## config.mk

```make
export PLATFORM = sky130hd
export DESIGN_NAME = layer_sequencer
export DESIGN_NICKNAME = d
export VERILOG_FILES = /design/src/rtl/layer_sequencer.sv
export SDC_FILE = /design/constraint.sdc
export NUM_CORES = 1
export LEC_CHECK = 0
export CAP_MARGIN = 15
export CORE_MARGIN = 5
export CORE_UTILIZATION = 33
export DETAILED_ROUTE_END_ITERATION = 16
export SETUP_SLACK_MARGIN = 0.5
export SLEW_MARGIN = 20
export SYNTH_ARGS = -nofsm -noshare
export SYNTH_HDL_FRONTEND = slang
export SYNTH_SLANG_ARGS = --single-unit
```

## constraint.sdc

```tcl
create_clock -name clk -period 2.6 [get_ports clk]
set_input_delay 0.52 -clock clk [delete_from_list [all_inputs] [get_ports clk]]
set_output_delay 0.52 -clock clk [all_outputs]
set_load 0.01 [all_outputs]
```

## src/rtl/layer_sequencer.sv

```systemverilog
// Multi-layer run controller for the lenet accelerator: hands each layer's load to
// the DRAM loader, signals data ready, times the layer and watches for hangs.
//
// state | meaning
// ------+-----------------------------------------------------------
// IDLE  | waiting for start after reset
// EN    | one-cycle enable pulse to the accelerator
// LOAD  | load_req held for cur_layer until load_ack
// RDY   | one-cycle rdy_data pulse, layer cycle counter cleared
// WAIT  | counting until a fresh done_one_layer rising edge
// FIN   | last layer complete, waiting for the network done level
// DONE  | run finished, start begins a new run
// ERR   | WAIT/FIN timed out, left only through reset
module layer_sequencer #(
    parameter int NUM_LAYERS = 7,
    parameter int LAYER_W    = 3,
    parameter int CNT_W      = 32,
    parameter int TIMEOUT    = 100000
) (
    input  logic               clk,
    input  logic               srstn,
    input  logic               start,
    output logic               load_req,
    output logic [LAYER_W-1:0] load_layer,
    input  logic               load_ack,
    output logic               enable,
    output logic               rdy_data,
    input  logic               done_one_layer,
    input  logic               done,
    output logic [LAYER_W-1:0] cur_layer,
    output logic [CNT_W-1:0]   layer_cycles,
    output logic               layer_valid,
    output logic               busy,
    output logic               finished,
    output logic               timeout
);

    typedef enum logic [2:0] {
        S_IDLE,
        S_EN,
        S_LOAD,
        S_RDY,
        S_WAIT,
        S_FIN,
        S_DONE,
        S_ERR
    } state_t;

    localparam logic [LAYER_W-1:0] LAST_LAYER = LAYER_W'(NUM_LAYERS - 1);
    localparam logic [CNT_W-1:0]   CNT_TC     = CNT_W'(TIMEOUT - 1);

    state_t               r_state;
    logic [LAYER_W-1:0]   r_cur_layer;
    logic [CNT_W-1:0]     r_cnt;
    logic                 r_dprev;
    logic [CNT_W-1:0]     r_layer_cycles;
    logic                 r_layer_valid;
    logic                 r_enable;
    logic                 r_load_req;
    logic [LAYER_W-1:0]   r_load_layer;
    logic                 r_rdy_data;
    logic                 r_busy;
    logic                 r_finished;
    logic                 r_timeout;

    state_t               w_state_nxt;
    logic [LAYER_W-1:0]   w_cur_layer_nxt;
    logic [CNT_W-1:0]     w_cnt_nxt;
    logic [CNT_W-1:0]     w_cnt_inc;
    logic [CNT_W-1:0]     w_layer_cycles_nxt;
    logic                 w_layer_valid_nxt;
    logic                 w_edge;
    logic                 w_cnt_tc;
    logic                 w_last;

    // Only a fresh rising edge counts, so a level left high by the previous
    // layer can never complete the next one.
    assign w_edge    = done_one_layer & ~r_dprev;
    assign w_cnt_inc = (r_cnt == {CNT_W{1'b1}}) ? r_cnt : r_cnt + CNT_W'(1);
    assign w_cnt_tc  = (r_cnt == CNT_TC);
    assign w_last    = (r_cur_layer == LAST_LAYER);

    always_comb begin
        w_state_nxt        = r_state;
        w_cur_layer_nxt    = r_cur_layer;
        w_cnt_nxt          = r_cnt;
        w_layer_cycles_nxt = r_layer_cycles;
        w_layer_valid_nxt  = 1'b0;
        case (r_state)
            S_IDLE, S_DONE: begin
                if (start) begin
                    w_state_nxt     = S_EN;
                    w_cur_layer_nxt = '0;
                end
            end
            S_EN: w_state_nxt = S_LOAD;
            S_LOAD: begin
                if (load_ack) w_state_nxt = S_RDY;
            end
            S_RDY: begin
                w_cnt_nxt   = '0;
                w_state_nxt = S_WAIT;
            end
            S_WAIT: begin
                if (w_edge) begin
                    w_layer_cycles_nxt = w_cnt_inc;
                    w_layer_valid_nxt  = 1'b1;
                    if (!w_last) begin
                        w_cur_layer_nxt = r_cur_layer + LAYER_W'(1);
                        w_state_nxt     = S_LOAD;
                    end else if (done) begin
                        w_state_nxt = S_DONE;
                    end else begin
                        w_cnt_nxt   = '0;
                        w_state_nxt = S_FIN;
                    end
                end else if (w_cnt_tc) begin
                    w_state_nxt = S_ERR;
                end else begin
                    w_cnt_nxt = w_cnt_inc;
                end
            end
            S_FIN: begin
                if (done) begin
                    w_state_nxt = S_DONE;
                end else if (w_cnt_tc) begin
                    w_state_nxt = S_ERR;
                end else begin
                    w_cnt_nxt = w_cnt_inc;
                end
            end
            S_ERR: w_state_nxt = S_ERR;
            default: w_state_nxt = S_IDLE;
        endcase
    end

    // Outputs are registered from the next state so each one is valid for
    // exactly the cycles the FSM spends in the matching state.
    always_ff @(posedge clk) begin
        if (!srstn) begin
            r_state        <= S_IDLE;
            r_cur_layer    <= '0;
            r_cnt          <= '0;
            r_dprev        <= 1'b0;
            r_layer_cycles <= '0;
            r_layer_valid  <= 1'b0;
            r_enable       <= 1'b0;
            r_load_req     <= 1'b0;
            r_load_layer   <= '0;
            r_rdy_data     <= 1'b0;
            r_busy         <= 1'b0;
            r_finished     <= 1'b0;
            r_timeout      <= 1'b0;
        end else begin
            r_state        <= w_state_nxt;
            r_cur_layer    <= w_cur_layer_nxt;
            r_cnt          <= w_cnt_nxt;
            r_dprev        <= done_one_layer;
            r_layer_cycles <= w_layer_cycles_nxt;
            r_layer_valid  <= w_layer_valid_nxt;
            r_enable       <= (w_state_nxt == S_EN);
            r_load_req     <= (w_state_nxt == S_LOAD);
            r_load_layer   <= (w_state_nxt == S_LOAD) ? w_cur_layer_nxt : '0;
            r_rdy_data     <= (w_state_nxt == S_RDY);
            r_busy         <= (w_state_nxt inside {S_EN, S_LOAD, S_RDY, S_WAIT, S_FIN});
            r_finished     <= (w_state_nxt == S_DONE);
            r_timeout      <= (w_state_nxt == S_ERR);
        end
    end

    assign load_req     = r_load_req;
    assign load_layer   = r_load_layer;
    assign enable       = r_enable;
    assign rdy_data     = r_rdy_data;
    assign cur_layer    = r_cur_layer;
    assign layer_cycles = r_layer_cycles;
    assign layer_valid  = r_layer_valid;
    assign busy         = r_busy;
    assign finished     = r_finished;
    assign timeout      = r_timeout;

endmodule
```

==> flow_summary.toml, run 1 <==
[status]
status = "completed"

[worst_setup_path]
cp-end-kind = "flop"
cp_cell_sequence = "or4_4 > or4_4 > nor4_4 > buf_6 > a21oi_4 > or3_4 > nor3_2"
crit_cells = 7
cp_max_fo = 5
reg2reg_depth = 7
path_buf_inv = 1
cp.required_ns = 2.86
critical_path.slowest_cell = "or4_4"
start_kind = "flop"
critPathMaxStageDelay_ns = 0.52
arrival_ns = 2.65
critPathKind = "reg -> reg"
cp_common_cell = "or4_4"
path_delay_family = "simple AND/OR/NAND/NOR gates"

[timing]
fin_crit_sh = 0.917
setup_slack_ns = 0.217
max_freq_ghz = 0.420
slew_viol_final = 0
skew_ns = 0.00835
finalSetupViolations = 0
tightest_slew_ns = 0.741
finalSetupTns_ns = 0
period_minus_slack_ns = 2.38
rsz0062_at_grt = "true"
max_slew_margin = 0.501
final-hold-violation-count = 0

[route]
drtPass1Iterations = 4
drt_iter0_drc = 269
wl_per_cell_um = 15.9
via_count = 3876
ant_nets = 0
via_per_inst = 5.27
drc = 0
drt-total-wl_mm = 11.7

[power_and_ir_drop]
p_sw_w = 0.000633
power_density_nw_per_um2 = 469
p_total_w = 0.00282
pwr-share-comb = 0.080
vdd_drop_max_mv = 0.444
p_int_w = 0.00218
clock_power_share = 0.466
p_sw_frac = 0.225
p_leak_nw = 2.00
pwr-share-seq = 0.454

[floorplan]
row_count = 40
die_w_um = 120
start_util = 0.335
coreArea_um2 = 12000
die_area_um2 = 14400
pin_count = 51
die_h_um = 120

[synth]
ys_seq_elements = 81
postSynthAreaPerCell_um2 = 8.24
synthArstFlopShare = 0
ys_seq_area_frac = 0.405
synth_enable_flop_cells = 0
mappedNetlistNets = 495
mappedNetlistArea_um2 = 4010
ys.flop_type = "dfxtp_1"
synth_warnings = 0
syn_inst = 486
synth.distinct_cells = 54

[clocking]
clk_pin_slew_ns = 0.06
cts-buffers-inserted = 9
clk_latency_ns = 0.34
cts-htree-levels = 3
cts-root-buf = "clkbuf_16"
ctsHoldBuffers = 0
cts_max_path_buffers = 2
cts.sinks = 81
cts_tree = "yes"

[finish]
antenna_cells = 0
area_delta_synth_final_pct = 49.7
fin_cells = 735
final_cell_mix = "dfxtp_1 (69), buf_4 (54), nor2_1 (51)"
final_common_cell = "dfxtp_1"
nets = 592
fillers = 1118
drive_gt1_frac = 0.299

[placement]
gp_congestion = 0.870
pre_cts_ws_ns = 0.0475
port_buffers = 50
dp_hpwl_mm = 7.75
placedCellCount = 693

[grt]
first_global_vias = 3764
grt_usage = 0.161
antenna_found_initial = 0
grt_max_degree = 35
overflow = 0
grt_pass1_wl_mm = 18.8

[flow_run]
cap_violations = 0

[hold_path]
holdPathStages = 2
worstHoldPathType = "reg -> reg"
[Yosys cell counts (8+ instances only)]
master	number	share of area
nor4_1	20	0.031
a21oi_1	39	0.049
xor2_1	12	0.026
nand4_1	12	0.019
xnor2_1	42	0.092
inv_1	8	0.0075
clkbuf_1	29	0.027
nand3_1	15	0.019
o21ai_0	37	0.046
dfxtp_1	81	0.40
nor3_1	16	0.020
nand2_1	25	0.023
nor2_1	60	0.056
[worst paths after layout]
check / start / end / slack [ns]
worst min register to register: layer_cycles[0] / layer_cycles[0] / 0.48
worst min-delay path: layer_cycles[0] / layer_cycles[0] / 0.48
worst max-delay path: r_cnt[27] / load_layer[2] / 0.22
worst max register to register: r_cnt[27] / load_layer[2] / 0.22
[stage by stage]
stage           util  hold WS (ns)  area, µm²
2_1_floorplan      -         0.476       4130
3_3_place_gp   0.419         0.466       5010
3_5_place_dp   0.419         0.466       5010
4_1_cts        0.476         0.476       5700
5_1_grt        0.501         0.506       6000
6_report       0.501         0.475       6000
[worst register-to-register path: stages, from the launching register on]
cell and delay, ns:
dfxtp_4 0.34, or4_4 0.52, or4_4 0.44, nor4_4 0.20
buf_6 0.18, a21oi_4 0.06, or3_4 0.40, nor3_2 0.16
[state kept, by name, summed over array words and instances, names as in the netlist]
| name | cells |
|---|---|
| load_req | 1 |
| finished | 1 |
| cur_layer | 3 |
| r_dprev | 1 |
| busy | 1 |
| layer_cycles | 32 |
| layer_valid | 1 |
| r_state | 3 |
| enable | 1 |
| r_cnt | 32 |
| rdy_data | 1 |
| load_layer | 3 |
| timeout | 1 |
[final cells by class]
class / instances / area (µm²) / share of cell area
flip-flops and latches: 81 / 1640 / 0.274
inverters: 9 / 33.8 / 0.00563
clock buffers: 14 / 274 / 0.0457
repair buffers: 125 / 1200 / 0.201
well taps: 147 / 184 / 0.0307
multi-input cells: 357 / 2630 / 0.438
clock inverters: 2 / 35.0 / 0.00584
[what timing repair did]
action / CTS / global route
setup endpoints to repair: 73 / 70
cloned: 1 / 0
gates resized for setup: 58 / 47
pin swaps: 34 / 45
buffers inserted: 12 / 13
[power groups by stage]
stage | registers (W) | clock network, W | logic, W
2_1_floorplan | 0.00130 | 0 | 0.000113
3_3_place_gp | 0.00130 | 0 | 0.000191
3_5_place_dp | 0.00131 | 0 | 0.000193
4_1_cts | 0.00128 | 0.00134 | 0.000213
5_1_grt | 0.00128 | 0.00140 | 0.000246
6_report | 0.00128 | 0.00131 | 0.000226
[cells by family after synthesis]
kind of cell | Yosys count | share of synthesized area
DFF | 81 | 0.405
adders and majority gates | 3 | 0.00937
AOI/OAI and AO/OA | 108 | 0.162
and+or+nand+nor | 190 | 0.251
xor gates and xnor gates | 54 | 0.118
buffers and inverters | 48 | 0.0497
muxes | 2 | 0.00500
[routing by layer]
layer	GRT usage	vias to the layer above	wire length [µm]	share of wire
met5	0	-	0	0
met4	0.0429	0	201	0.017
met3	0.0491	15	600	0.051
met2	0.265	98	5670	0.48
met1	0.204	1836	5230	0.45
li1	-	1927	-	-
Power figures use the tool's default switching activity.
==> inputs of run 2 (changes only) <==
Settings changed: CORE_UTILIZATION 33 to 50, PLACE_DENSITY from default to 0.86.
==> run 2 against run 1 <==
Utilization rose by 25 points. Maximum frequency down 2.0%. Die area shrank 31%. Worst hold slack worse by 0.0072 ns. First-iteration DRC count up 97%. Final cell count fell by 5.6%. Clock power is 29% lower. Cell area shrank 2.4%. Largest cell class unchanged. Via count is 11% higher. Critical endpoint is now load_layer[0]. Clock skew grew 0.00074 ns.
==> flow_summary.toml, run 2 (same netlist as run 1, synthesis figures left out) <==
[status]
status = "completed"

[clocking]
cts_tree = "yes"
cts-root-buf = "clkbuf_8"
clk_pin_slew_ns = 0.08
cts_max_path_buffers = 2
ctsHoldBuffers = 0
clk_latency_ns = 0.37
cts-buffers-inserted = 9
cts.sinks = 81
cts-htree-levels = 3

[hold_path]
worstHoldPathType = "reg -> reg"
holdPathStages = 2

[route]
wl_per_cell_um = 19.5
drc = 0
via_count = 4285
ant_nets = 0
drtPass1Iterations = 5
drt_iter0_drc = 530
drt-total-wl_mm = 13.6
via_per_inst = 6.17

[grt]
first_global_vias = 3658
grt_max_degree = 35
overflow = 0
grt_pass1_wl_mm = 17.7
grt_usage = 0.220
antenna_found_initial = 0

[finish]
seq_area_um2 = 1670
final_cell_mix = "dfxtp_1 (64), buf_4 (58), nor2_1 (56)"
final_util = 0.753
fillers = 496
antenna_cells = 0
multi_input_area_um2 = 2620
drive_gt1_frac = 0.309
final_common_cell = "dfxtp_1"
nets = 596
area_delta_synth_final_pct = 46.1

[floorplan]
start_util = 0.516
row_count = 32
coreArea_um2 = 7770
pin_count = 51
die_h_um = 99.5
die_area_um2 = 9900
die_w_um = 99.5

[worst_setup_path]
start_kind = "flop"
arrival_ns = 2.73
cp.required_ns = 2.90
cp_max_fo = 5
reg2reg_depth = 7
critPathKind = "reg -> reg"
cp-end-kind = "flop"

[placement]
gp_congestion = 0.923
dp_hpwl_mm = 7.30
port_buffers = 50

[timing]
fin_crit_sh = 0.935
max_freq_ghz = 0.411
finalSetupTns_ns = 0
slew_viol_final = 0
finalSetupViolations = 0
rsz0062_at_grt = "true"
final-hold-violation-count = 0
skew_ns = 0.00909
tightest_slew_ns = 0.597
max_slew_margin = 0.598
period_minus_slack_ns = 2.43

[flow_run]
cap_violations = 0

[power_and_ir_drop]
vdd_drop_max_mv = 0.228
p_leak_nw = 1.96
power_density_nw_per_um2 = 417
-- run 2: changes by cell type in the layout (fill, tap and decap cells not counted), sizes merged --
cell           delta
clkinv            +1
dlymetal6s2s      -1
buf               +3
clkdlybuf4s50     +1
-- run 2: worst max-delay path: stages, from the launching register on --
cell and delay [ns]:
dfxtp_4 0.36, or4_4 0.53, or4_4 0.45, nor4_4 0.28, buf_12 0.16, a21oi_4 0.05
or3_4 0.39, nor3_2 0.15
-- run 2: final cells by class --
| type | count | area share |
|---|---|---|
| well taps | 102 | 0.0218 |
| clock inverters | 3 | 0.00684 |
| clock buffers | 13 | 0.0254 |
| inverters | 9 | 0.00577 |
| multi-input cells | 357 | 0.448 |
| repair buffers | 129 | 0.207 |
| flip-flops and latches | 81 | 0.285 |
-- run 2: what timing repair did --
action | 4_1_cts | 5_1_grt
setup endpoints to repair | 75 | 73
cloned | 0 | 2
pin swaps | 10 | 47
gates resized for setup | 43 | 73
setup buffers | 16 | 19
-- run 2: routing by layer --
layer  up-vias  share of wire  track usage
met5         -              0            0
met4         0          0.041       0.0735
li1       1927              -            -
met3        67          0.073       0.0505
met2       277           0.49        0.374
met1      2014           0.40        0.274
-- run 2: through the flow --
stage	cells	hold slack, ns	total power (W)	instance area, µm²	worst slack, ns
floorplan	486	0.476	0.00141	4130	0.331
global placement	641	0.444	0.00149	4900	0.0648
detailed placement	641	0.451	0.00149	4900	-0.00845
CTS	673	0.461	0.00241	5380	0.217
global route	694	0.508	0.00252	5850	0.141
finish	694	0.468	0.00244	5850	0.168
-- run 2: report_power, final --
part	switching, W	total [W]	internal [W]
clock	0.000468	0.000936	0.000469
sequential	0.0000259	0.00127	0.00125
combinational	0.000125	0.000233	0.000108
total	0.000619	0.00244	0.00182
-- run 2: worst paths after layout --
kind                                 startpoint               to  slack [ns]
worst min-delay path            layer_cycles[0]  layer_cycles[0]        0.47
worst max-delay path                  r_cnt[26]    load_layer[0]        0.17
worst max register to register        r_cnt[26]    load_layer[0]        0.17
worst min register to register  layer_cycles[0]  layer_cycles[0]        0.47
==> inputs of run 3 (changes only) <==
Settings changed: CELL_PAD_IN_SITES_DETAIL_PLACEMENT from default to 1, CELL_PAD_IN_SITES_GLOBAL_PLACEMENT from default to 1, CORE_UTILIZATION 50 to 39, CTS_BUF_LIST from default to sky130_fd_sc_hd__clkbuf_4, GPL_ROUTABILITY_DRIVEN from default to 0, PLACE_DENSITY 0.86 to 0.89.
==> run 3 against run 2 <==
The run now ends with negative setup slack left. Die area increased by 25%. Via count increased by 5.7%. Utilization decreased by 13 points. Clock power increased by 8%. Maximum frequency decreased by 7.3%. Worst hold slack got worse by 0.0026 ns. Sequential share of layout area decreased by 2.2 points. Register-to-register slack got worse by 0.19 ns. Critical path depth increased by 2. Clock skew increased by 0.0066 ns. Combinational power increased by 17%. Critical endpoint is now r_cnt[18].
==> flow_summary.toml, run 3 (same netlist as run 1, synthesis figures left out) <==
[status]
status = "finished, violations left"
violations = "negative setup slack"

[finish]
nets = 610
fin_cells = 742
final_util = 0.618
multi_input_area_um2 = 2870
antenna_cells = 0
final_cell_mix = "dfxtp_1 (63), buf_4 (60), nor2_1 (50), clkdlybuf4s50_1 (50), xnor2_1 (35)"
final_common_cell = "dfxtp_1"
fillers = 1156
drive_gt1_frac = 0.371
area_delta_synth_final_pct = 57.2
seq_area_um2 = 1660

[hold_path]
worstHoldPathType = "reg -> reg"
holdPathStages = 2
hp-start = "layer_cycles[0]"
hold_path_end = "layer_cycles[0]"

[worst_setup_path]
reg2reg_depth = 9
arrival_ns = 2.98
timing.rr.end = "r_cnt[18]"
rrSetupSlack_ns = -0.02
cp.required_ns = 2.96
critPathKind = "reg -> reg"
cp_max_fo = 8
regToRegStartpoint = "r_cnt[1]"
setup.worst_path.start = "r_cnt[1]"
cp-end-kind = "flop"
start_kind = "flop"

[route]
drc = 0
via_count = 4531
drt-total-wl_mm = 19.0
drtPass1Iterations = 5
via_per_inst = 6.11
ant_nets = 0
drt_iter0_drc = 379
wl_per_cell_um = 25.7

[floorplan]
die_area_um2 = 12400
coreArea_um2 = 10200
pin_count = 51
die_w_um = 111
row_count = 37
start_util = 0.393
die_h_um = 111

[power_and_ir_drop]
p_int_w = 0.00187
p_leak_nw = 2.04
power_density_nw_per_um2 = 407
vdd_drop_max_mv = 0.231
p_sw_w = 0.000689
clock_power_share = 0.395
pwr-share-comb = 0.106
p_sw_frac = 0.269
pwr-share-seq = 0.498

[timing]
skew_ns = 0.0157
final-hold-violation-count = 0
fin_crit_sh = 1.01
slew_viol_final = 0
setup_slack_ns = -0.0224
finalSetupViolations = 5
finalSetupTns_ns = -0.0440
rsz0062_at_grt = "true"
max_slew_margin = 0.604
max_freq_ghz = 0.381
tightest_slew_ns = 0.589
period_minus_slack_ns = 2.62
holdWs_ns = 0.465

[grt]
grt_pass1_wl_mm = 26.8
antenna_found_initial = 0
grt_max_degree = 35
overflow = 0
first_global_vias = 4729
grt_usage = 0.271

[clocking]
cts_max_path_buffers = 2
cts-buffers-inserted = 9
cts_tree = "yes"
cts-root-buf = "clkbuf_4"
clk_latency_ns = 0.47
ctsHoldBuffers = 0
clk_pin_slew_ns = 0.15
cts.sinks = 81
cts-htree-levels = 3

[placement]
dp_hpwl_mm = 9.28
port_buffers = 50
placedCellCount = 682

[flow_run]
cap_violations = 0
[run 3: cell count changes in the layout (fill, tap and decap cells not counted), moves of 6 or more]
| cell | delta |
|---|---|
| buf_6 | +13 |
| clkbuf_4 | +9 |
| clkbuf_8 | -10 |
| dfxtp_2 | +7 |
| dfxtp_4 | -6 |
| nor2_1 | -6 |
| nor4_1 | -7 |
| nor4_4 | +6 |
[run 3: worst max path at each step]
| stage | depth (start not counted) | slack, ns | to |
|---|---|---|---|
| 2_1_floorplan | 7 | 0.33 | load_layer[0] |
| 4_1_cts | 7 | 0.20 | load_layer[0] |
| 6_report | 9 | -0.02 | r_cnt[18] |
| 5_1_grt | 8 | -0.09 | load_layer[2] |
| 3_5_place_dp | 9 | -0.006 | r_cnt[1] |
| 3_3_place_gp | 8 | 0.11 | r_cnt[14] |
[run 3: power by group through the flow]
stage / clock network [W] / registers [W] / logic [W]
floorplan: 0 / 0.00130 / 0.000113
global placement: 0 / 0.00131 / 0.000187
detailed placement: 0 / 0.00131 / 0.000197
CTS: 0.000989 / 0.00128 / 0.000227
global route: 0.00109 / 0.00128 / 0.000286
finish: 0.00101 / 0.00128 / 0.000273
[run 3: per-stage QoR]
| stage | setup slack, ns | total power (W) | area, µm² |
|---|---|---|---|
| after floorplan | 0.331 | 0.00141 | 4130 |
| after global placement | 0.110 | 0.00149 | 4980 |
| after detailed placement | -0.00613 | 0.00150 | 4980 |
| after CTS | 0.195 | 0.00249 | 5870 |
| after global routing | -0.0880 | 0.00266 | 6300 |
| final | -0.0224 | 0.00256 | 6300 |
[run 3: critical path, cell delays in order (launching register included)]
cell and delay, ns:
dfxtp_4 0.40, ha_4 0.15, nand4_1 0.27, or4_4 0.55, nor4_4 0.36, buf_6 0.22
buf_12 0.17, nor4_1 0.09, xnor2_1 0.19, nor2_1 0.09
[run 3: final cells by class]
cell class	count	share of cell area
multi-input cells	357	0.456
flip-flops and latches	81	0.263
repair buffers	143	0.219
well taps	136	0.0270
clock inverters	6	0.0183
clock buffers	10	0.0119
inverters	9	0.00536
[run 3: repair_timing]
action                     4_1_cts  5_1_grt
hold endpoints to repair         0        0
pin swaps                       65       76
cloned                           1        0
resized for setup              100       65
buffers inserted                28       15
setup endpoints to repair       76       77
[run 3: layer usage]
metal	vias up	share of wire	GRT usage
met2	258	0.50	0.471
met5	-	0	0
met3	79	0.061	0.0587
li1	1953	-	-
met4	0	0.057	0.149
met1	2241	0.38	0.309
